===== src/rtl/mem_test_sequencer_if.sv =====
// Purpose: command, result and CSR Avalon-MM signals of the memory-test sequencer.
// Ports: none; the sequencer uses the master modport and the mailbox/CSR side uses the slave modport.
// Command: cmd_valid/cmd_ready/cmd_param/abort. Result: res_* plus busy. CSR: csr_* Avalon-MM (no waitrequest).
interface mem_test_sequencer_if;
   // Command side
   logic                 cmd_valid;
   logic                 cmd_ready;
   logic [3:1][31:0]     cmd_param;
   logic                 abort;
   logic                 busy;
   // Result side
   logic                 res_valid;
   logic                 res_ready;
   logic                 res_timeout;
   logic [14:5][31:0]    res_data;
   // CSR Avalon-MM side
   logic                 csr_read;
   logic                 csr_write;
   logic [3:0]           csr_address;
   logic [31:0]          csr_writedata;
   logic [31:0]          csr_readdata;

   modport master (
      input  cmd_valid, cmd_param, abort, res_ready, csr_readdata,
      output cmd_ready, busy, res_valid, res_timeout, res_data,
             csr_read, csr_write, csr_address, csr_writedata
   );

   modport slave (
      output cmd_valid, cmd_param, abort, res_ready, csr_readdata,
      input  cmd_ready, busy, res_valid, res_timeout, res_data,
             csr_read, csr_write, csr_address, csr_writedata
   );
endinterface


===== src/rtl/mem_test_sequencer.sv =====
// Purpose: runs one memory-checker test over the CSR Avalon-MM port: write params, start, poll, read results.
// Ports: clk_sys_i, rst_n_i (async active-low), bus (mem_test_sequencer_if.master).
// Latency: accept -> first write 1 cycle; finished sampled -> res_valid 11 edges; result held until res_ready.
module mem_test_sequencer #(
   parameter int unsigned POLL_GAP      = 16,     // idle cycles between status polls (>=1)
   parameter int unsigned TIMEOUT_POLLS = 65535   // polls before giving up; 0 = never
) (
   input  logic                 clk_sys_i,
   input  logic                 rst_n_i,
   mem_test_sequencer_if.master bus
);

   typedef enum logic [2:0] {
      S_IDLE, S_WR_PAR, S_WR_GO, S_WAIT, S_POLL, S_CHK, S_RD_RES, S_OUT
   } state_t;

   localparam logic [31:0] GAP_LAST = 32'(POLL_GAP - 1);

   state_t            state, state_nxt;
   logic [3:0]        idx, idx_nxt;          // param index in WR_PAR, CSR address in RD_RES
   logic [31:0]       wait_cnt, wait_nxt;
   logic [15:0]       poll_cnt, poll_nxt, poll_inc;
   logic [3:1][31:0]  param_q;
   logic              accept, set_timeout;
   logic              cap_vld;                // a result read was strobed last cycle
   logic [3:0]        cap_addr;

   // Avalon outputs are computed from the next state and registered.
   logic              read_d, write_d;
   logic [3:0]        addr_d;
   logic [31:0]       wdata_d;

   always_ff @(posedge clk_sys_i or negedge rst_n_i) begin
      if (!rst_n_i) begin
         state    <= S_IDLE;
         idx      <= '0;
         wait_cnt <= '0;
         poll_cnt <= '0;
      end else begin
         state    <= state_nxt;
         idx      <= idx_nxt;
         wait_cnt <= wait_nxt;
         poll_cnt <= poll_nxt;
      end
   end

   always_comb begin
      state_nxt   = state;
      idx_nxt     = idx;
      wait_nxt    = wait_cnt;
      poll_nxt    = poll_cnt;
      accept      = 1'b0;
      set_timeout = 1'b0;
      poll_inc    = (poll_cnt == 16'hFFFF) ? poll_cnt : poll_cnt + 16'd1;

      case (state)
         S_IDLE: begin
            if (bus.cmd_valid) begin
               accept    = 1'b1;
               state_nxt = S_WR_PAR;
               idx_nxt   = 4'd1;
               poll_nxt  = '0;
            end
         end
         S_WR_PAR: begin
            if (idx == 4'd3) state_nxt = S_WR_GO;
            else             idx_nxt   = idx + 4'd1;
         end
         S_WR_GO: begin
            state_nxt = S_WAIT;
            wait_nxt  = '0;
         end
         S_WAIT: begin
            if (wait_cnt == GAP_LAST) state_nxt = S_POLL;
            else                      wait_nxt  = wait_cnt + 32'd1;
         end
         S_POLL: state_nxt = S_CHK;
         S_CHK: begin
            // Read data of the addr-4 strobe is on the bus only in this cycle.
            if (bus.csr_readdata[0]) begin
               state_nxt = S_RD_RES;
               idx_nxt   = 4'd5;
            end else begin
               poll_nxt = poll_inc;
               if ((TIMEOUT_POLLS != 0) && ({16'd0, poll_inc} >= TIMEOUT_POLLS)) begin
                  state_nxt   = S_OUT;
                  set_timeout = 1'b1;
               end else if (POLL_GAP <= 1) begin
                  state_nxt = S_POLL;
               end else begin
                  // CHK itself is the first idle cycle of the gap.
                  state_nxt = S_WAIT;
                  wait_nxt  = 32'd1;
               end
            end
         end
         S_RD_RES: begin
            // idx 5..14 strobe reads; idx 15 only waits for the last capture.
            if (idx == 4'd15) state_nxt = S_OUT;
            else              idx_nxt   = idx + 4'd1;
         end
         S_OUT: begin
            if (bus.res_ready) state_nxt = S_IDLE;
         end
         default: state_nxt = S_IDLE;
      endcase

      if (bus.abort && (state != S_IDLE) && (state != S_OUT)) begin
         state_nxt   = S_IDLE;
         set_timeout = 1'b0;
      end

      read_d  = 1'b0;
      write_d = 1'b0;
      addr_d  = bus.csr_address;
      wdata_d = bus.csr_writedata;
      case (state_nxt)
         S_WR_PAR: begin
            write_d = 1'b1;
            addr_d  = idx_nxt;
            case (idx_nxt[1:0])
               2'd2:    wdata_d = param_q[2];
               2'd3:    wdata_d = param_q[3];
               default: wdata_d = bus.cmd_param[1];  // entered straight from accept
            endcase
         end
         S_WR_GO: begin
            write_d = 1'b1;
            addr_d  = 4'd0;
            wdata_d = 32'h1;
         end
         S_POLL: begin
            read_d = 1'b1;
            addr_d = 4'd4;
         end
         S_RD_RES: begin
            if (idx_nxt <= 4'd14) begin
               read_d = 1'b1;
               addr_d = idx_nxt;
            end
         end
         default: ;
      endcase
   end

   always_ff @(posedge clk_sys_i or negedge rst_n_i) begin
      if (!rst_n_i) begin
         bus.csr_read      <= 1'b0;
         bus.csr_write     <= 1'b0;
         bus.csr_address   <= '0;
         bus.csr_writedata <= '0;
         bus.cmd_ready     <= 1'b1;
         bus.busy          <= 1'b0;
         bus.res_valid     <= 1'b0;
         bus.res_timeout   <= 1'b0;
         bus.res_data      <= '0;
         param_q           <= '0;
         cap_vld           <= 1'b0;
         cap_addr          <= '0;
      end else begin
         bus.csr_read      <= read_d;
         bus.csr_write     <= write_d;
         bus.csr_address   <= addr_d;
         bus.csr_writedata <= wdata_d;
         bus.cmd_ready     <= (state_nxt == S_IDLE);
         bus.busy          <= (state_nxt != S_IDLE);
         bus.res_valid     <= (state_nxt == S_OUT);
         cap_vld           <= bus.csr_read && (bus.csr_address != 4'd4);
         cap_addr          <= bus.csr_address;
         if (accept) begin
            param_q         <= bus.cmd_param;
            bus.res_data    <= '0;
            bus.res_timeout <= 1'b0;
         end else begin
            if (set_timeout) bus.res_timeout <= 1'b1;
            // An abort leaving RD_RES drops the in-flight capture.
            if ((state == S_RD_RES) && cap_vld && (state_nxt != S_IDLE)) begin
               for (int n = 5; n <= 14; n++) begin
                  if (cap_addr == 4'(n)) bus.res_data[n] <= bus.csr_readdata;
               end
            end
         end
      end
   end

endmodule


===== src/flat_wrapper.sv =====
// flat-port wrapper written by rule: the top's interface ports become plain ports
module mem_test_sequencer_flat 
#(
   parameter int unsigned POLL_GAP      = 16,                                              
   parameter int unsigned TIMEOUT_POLLS = 65535                                       
)
  (clk_sys_i, rst_n_i, bus_cmd_valid, bus_cmd_param, bus_abort, bus_res_ready, bus_csr_readdata, bus_cmd_ready, bus_busy, bus_res_valid, bus_res_timeout, bus_res_data, bus_csr_read, bus_csr_write, bus_csr_address, bus_csr_writedata);
  mem_test_sequencer_if bus_i ();
  input  logic clk_sys_i;
  input  logic rst_n_i;
  input wire logic [$bits(bus_i.cmd_valid)-1:0] bus_cmd_valid;
  input wire logic [$bits(bus_i.cmd_param)-1:0] bus_cmd_param;
  input wire logic [$bits(bus_i.abort)-1:0] bus_abort;
  input wire logic [$bits(bus_i.res_ready)-1:0] bus_res_ready;
  input wire logic [$bits(bus_i.csr_readdata)-1:0] bus_csr_readdata;
  output wire logic [$bits(bus_i.cmd_ready)-1:0] bus_cmd_ready;
  output wire logic [$bits(bus_i.busy)-1:0] bus_busy;
  output wire logic [$bits(bus_i.res_valid)-1:0] bus_res_valid;
  output wire logic [$bits(bus_i.res_timeout)-1:0] bus_res_timeout;
  output wire logic [$bits(bus_i.res_data)-1:0] bus_res_data;
  output wire logic [$bits(bus_i.csr_read)-1:0] bus_csr_read;
  output wire logic [$bits(bus_i.csr_write)-1:0] bus_csr_write;
  output wire logic [$bits(bus_i.csr_address)-1:0] bus_csr_address;
  output wire logic [$bits(bus_i.csr_writedata)-1:0] bus_csr_writedata;
  assign bus_i.cmd_valid = bus_cmd_valid;
  assign bus_i.cmd_param = bus_cmd_param;
  assign bus_i.abort = bus_abort;
  assign bus_i.res_ready = bus_res_ready;
  assign bus_i.csr_readdata = bus_csr_readdata;
  assign bus_cmd_ready = bus_i.cmd_ready;
  assign bus_busy = bus_i.busy;
  assign bus_res_valid = bus_i.res_valid;
  assign bus_res_timeout = bus_i.res_timeout;
  assign bus_res_data = bus_i.res_data;
  assign bus_csr_read = bus_i.csr_read;
  assign bus_csr_write = bus_i.csr_write;
  assign bus_csr_address = bus_i.csr_address;
  assign bus_csr_writedata = bus_i.csr_writedata;
  mem_test_sequencer #(.POLL_GAP(POLL_GAP), .TIMEOUT_POLLS(TIMEOUT_POLLS)) u_core (.clk_sys_i(clk_sys_i), .rst_n_i(rst_n_i), .bus(bus_i));
endmodule

===== config.mk =====
export PLATFORM = sky130hd
export DESIGN_NAME = mem_test_sequencer_flat
export DESIGN_NICKNAME = d
export VERILOG_FILES = /design/src/rtl/mem_test_sequencer_if.sv /design/src/rtl/mem_test_sequencer.sv /design/src/flat_wrapper.sv
export SDC_FILE = /design/constraint.sdc
export NUM_CORES = 1
export LEC_CHECK = 0
export BUFFER_PORTS_ARGS = -buffer_cell sky130_fd_sc_hd__clkbuf_2
export CORE_ASPECT_RATIO = 2
export CORE_MARGIN = 2
export CORE_UTILIZATION = 50
export CTS_CLUSTER_DIAMETER = 150
export DETAILED_ROUTE_END_ITERATION = 8
export PLACE_DENSITY = 0.77
export SYNTH_ARGS = -nofsm -noshare
export SYNTH_HDL_FRONTEND = slang
export SYNTH_SLANG_ARGS = --single-unit

===== constraint.sdc =====
create_clock -name clk_sys_i -period 4.1 [get_ports clk_sys_i]
set_clock_uncertainty 0.1 [all_clocks]
set_input_delay 0.82 -clock clk_sys_i [delete_from_list [all_inputs] [get_ports clk_sys_i]]
set_output_delay 0.82 -clock clk_sys_i [all_outputs]
set_load 0.005 [all_outputs]

==> out/qor.txt <==
outcome -> completed
Min Clock Period, post-route -> 3.42 ns
number of flops mapped to enable cells by yosys -> 0
initial cell density of the core -> 50.6%
worst r2r dst -> u_core.bus.res_data[285]
post-DR vias/cell -> 5.66
synthesis-to-finish area growth -> 21.5%
Top delay family on crit path -> compound AO/OA/AOI/OAI gates
Die Span X -> 149 µm
initial antenna violation count -> 2
CTS H-Tree Depth -> 2
Peak supply drop -> 0.648 mV
Die Span Y -> 295 µm
final setup violating endpoints -> 0
Detailed Route Iter0 Violations -> 1182
max-slew headroom at the worst pin -> 37.7%
critical path start-end classification -> register to register
library cell occupying the most area in the post-synthesis netlist -> sky130_fd_sc_hd__dfrtp_1
leading cell types by total area after synthesis -> sky130_fd_sc_hd__dfrtp_1 57%, sky130_fd_sc_hd__nand2_1 13%, sky130_fd_sc_hd__a21oi_1 5.8%, sky130_fd_sc_hd__mux2i_1 4.8%, sky130_fd_sc_hd__nor2_1 3.2%
first-pass iteration count of the detailed router -> 6
achievable clock frequency -> 293 MHz
kind of start point of the critical path -> register
CP max-delay cell -> sky130_fd_sc_hd__dfrtp_1
clock transition at the register clock pins on the worst setup and hold paths after CTS -> 0.07 ns
summed negative setup slack over all endpoints -> 0 ns
Power per Cell Area -> 511 nW/µm²
buffers inserted by post-CTS timing repair -> 0
Synth Register Bits -> 486
Remaining Overflow, GRT -> 0
number of nets in the layout -> 2844
critical path's largest stage delay -> 0.45 ns
Critical Path RT -> 4.40 ns
share of the synthesized area in the top cell type -> 57.4%
global-route wire length before repair -> 104000 µm
Boundary Pins -> 495
CTS resizes -> 0
clock tree from TritonCTS -> done
leakage power -> 12.8 nW
setup repair after global routing missed its margin -> false
number of clock sinks -> 486
WL per Instance -> 20.5 µm
vias post-DR -> 18.6k
register area share after synthesis -> 57.5%
number of port buffers -> 494
logic depth of the worst setup path including buffers -> 11
DRC violation count after routing -> 0
Post-Synthesis Cell Area -> 21200 µm²
dominant cell by count in the synthesized netlist -> sky130_fd_sc_hd__nand2_1
Root Buffer Master -> sky130_fd_sc_hd__clkbuf_16
final hold viol count -> 0
CP arrival -> 3.71 ns
number of cells on the worst reg-to-reg path -> 11
via count of the first global-routing pass -> 18.5k
share of synthesized registers carrying an async set or reset -> 100%
number of warnings issued by yosys -> 0
count of maximum capacitance violations -> 0
Placement Rows -> 106
dominant register cell in the synthesized netlist -> sky130_fd_sc_hd__dfrtp_1
CTS Buffer Depth -> 3
post-synthesis instance total -> 2297
Detailed Route WL -> 67400 µm
number of distinct library cells after synthesis -> 74
weighted congestion at the end of routability-driven global placement -> 0.927
pin count of the biggest net entering global routing -> 96
cells traversed along the worst timing path -> ha_1 > nor3b_2 > o21ai_0 > a211oi_1 > o21ai_1 > nand2_2 > inv_2 > o21ai_4 > buf_4 > mux2i_1 > nor2_1
total power of the final layout -> 13.1 mW
number of standard cells in the layout, taps in and fillers out -> 3282
per-instance average area after synthesis -> 9.21 µm²
net count after synthesis -> 2433
setup slack of the most critical reg-to-reg path -> 0.68 ns
worst skew pair latency -> 0.56 ns
number of buffers created by CTS -> 42
Worst setup EP type -> register
number of buffers inserted by hold repair at cts -> 0
number of buffers and inverters on the critical path -> 2
full die area -> 44100 µm²
ranking of synthesized cells by instance count -> 754 x sky130_fd_sc_hd__nand2_1, 485 x sky130_fd_sc_hd__dfrtp_1, 245 x sky130_fd_sc_hd__a21oi_1
type of the tightest min-delay check -> primary input to asynchronous set/reset pin
area of the core -> 41800 µm²
maximum fanout encountered on the critical timing path -> 16
ratio of cells with drive above 1 in the final layout -> 23.8%
Global Route Usage Sum -> 30.1%
post-route ant nets -> 0
Final Slew Violations -> 0
count of placed standard cells including taps -> 3204
slew of the pin with the lowest slew margin -> 0.934 ns
reg-to-reg startpoint -> u_core.idx[0]
Detail Placement HPWL -> 47200 µm
Final Cycle Share -> 83.4%
-- flip-flops by register name, indices dropped and copies added, names as in the netlist, 3 cells and up --
register,cells
u_core.state,3
u_core.cap_addr,4
u_core.bus.csr_address,4
u_core.poll_cnt,16
u_core.bus.csr_writedata,32
u_core.param_q,64
u_core.bus.res_data,320
u_core.wait_cnt,32
u_core.idx,4
-- power breakdown --
group          internal [mW]  leakage, nW  switching, mW
Combinational           1.04         5.48           2.09
Clock                   2.48        0.729           1.83
Sequential              5.34         6.61          0.352
Total                   8.85         12.8           4.27
-- cell families (layout without fill, tap and decap cells) --
group           count (synthesis)  in the layout  share of synthesized area [%]
other cells                     0              2                              0
buf+inv                       194            637                           4.08
xor+xnor                        6              6                          0.248
compound gates                425            425                           12.0
fa+ha+maj                       4              4                          0.225
flops                         486            486                           57.5
simple gates                 1080           1080                           21.2
mux                           102            102                           4.83
-- worst max path at each step --
stage,from,end,slack (ns)
6_report,u_core.idx[0],u_core.bus.res_data[285],0.68
5_1_grt,u_core.idx[0],u_core.bus.csr_address[3],0.33
4_1_cts,u_core.idx[0],u_core.bus.res_data[285],0.65
3_5_place_dp,u_core.idx[0],u_core.bus.res_data[285],0.66
3_3_place_gp,u_core.idx[0],u_core.bus.csr_address[0],0.74
2_1_floorplan,u_core.idx[0],u_core.bus.res_data[28],1.35
-- stage by stage --
| stage | setup WS [ns] | area [µm²] | hold WS (ns) | utilization (%) |
|---|---|---|---|---|
| 6_report | 0.682 | 25700 | 0.238 | 61.5 |
| 4_1_cts | 0.652 | 25700 | 0.253 | 61.5 |
| 3_5_place_dp | 0.664 | 24200 | 0.310 | 58.0 |
| 3_3_place_gp | 0.743 | 24200 | 0.294 | 58.0 |
| 5_1_grt | 0.331 | 25700 | 0.289 | 61.5 |
| 2_1_floorplan | 1.35 | 21200 | 0.296 | - |
-- per-layer routing --
metal  global-route usage [%]  routed length [µm]  vias to the layer above
met5                        0                   0                        -
met2                     53.1               34400                      899
met4                     16.6                4130                        0
met1                     34.2               23700                     9016
li1                         -                   -                     8453
met3                     5.39                5150                      209
-- area by class of cell --
class                      instances  area (µm²)
tap                              540         676
inverter                          16        60.1
multi-input combinational       1617        8220
sequential                       486       12200
fill                            3545       16100
antenna                            2        5.00
clock inverter                    17         263
clock buffer                      59        1230
timing repair buffer             545        3090
-- placed cells by master (no fill, tap or decap), drive strengths merged, types with 3 or more instances in the layout --
cell	count
and4	4
a211oi	4
nand3	37
and2	11
o41ai	3
inv	16
nand2	756
xor2	6
nor3	7
nand2b	5
nor2	179
a31oi	41
a21oi	249
or2	5
mux2i	102
o211ai	5
clkinv	9
a32oi	3
and3	18
nand4	15
or3	7
ha	3
o2bb2ai	3
bufinv	6
clkbuf	552
a22o	34
o31ai	8
nor2b	8
a21boi	3
dfrtp	485
o21ai	53
buf	52
nor4	12
or4	6
Note: power is estimated with default switching activity, not from simulation.
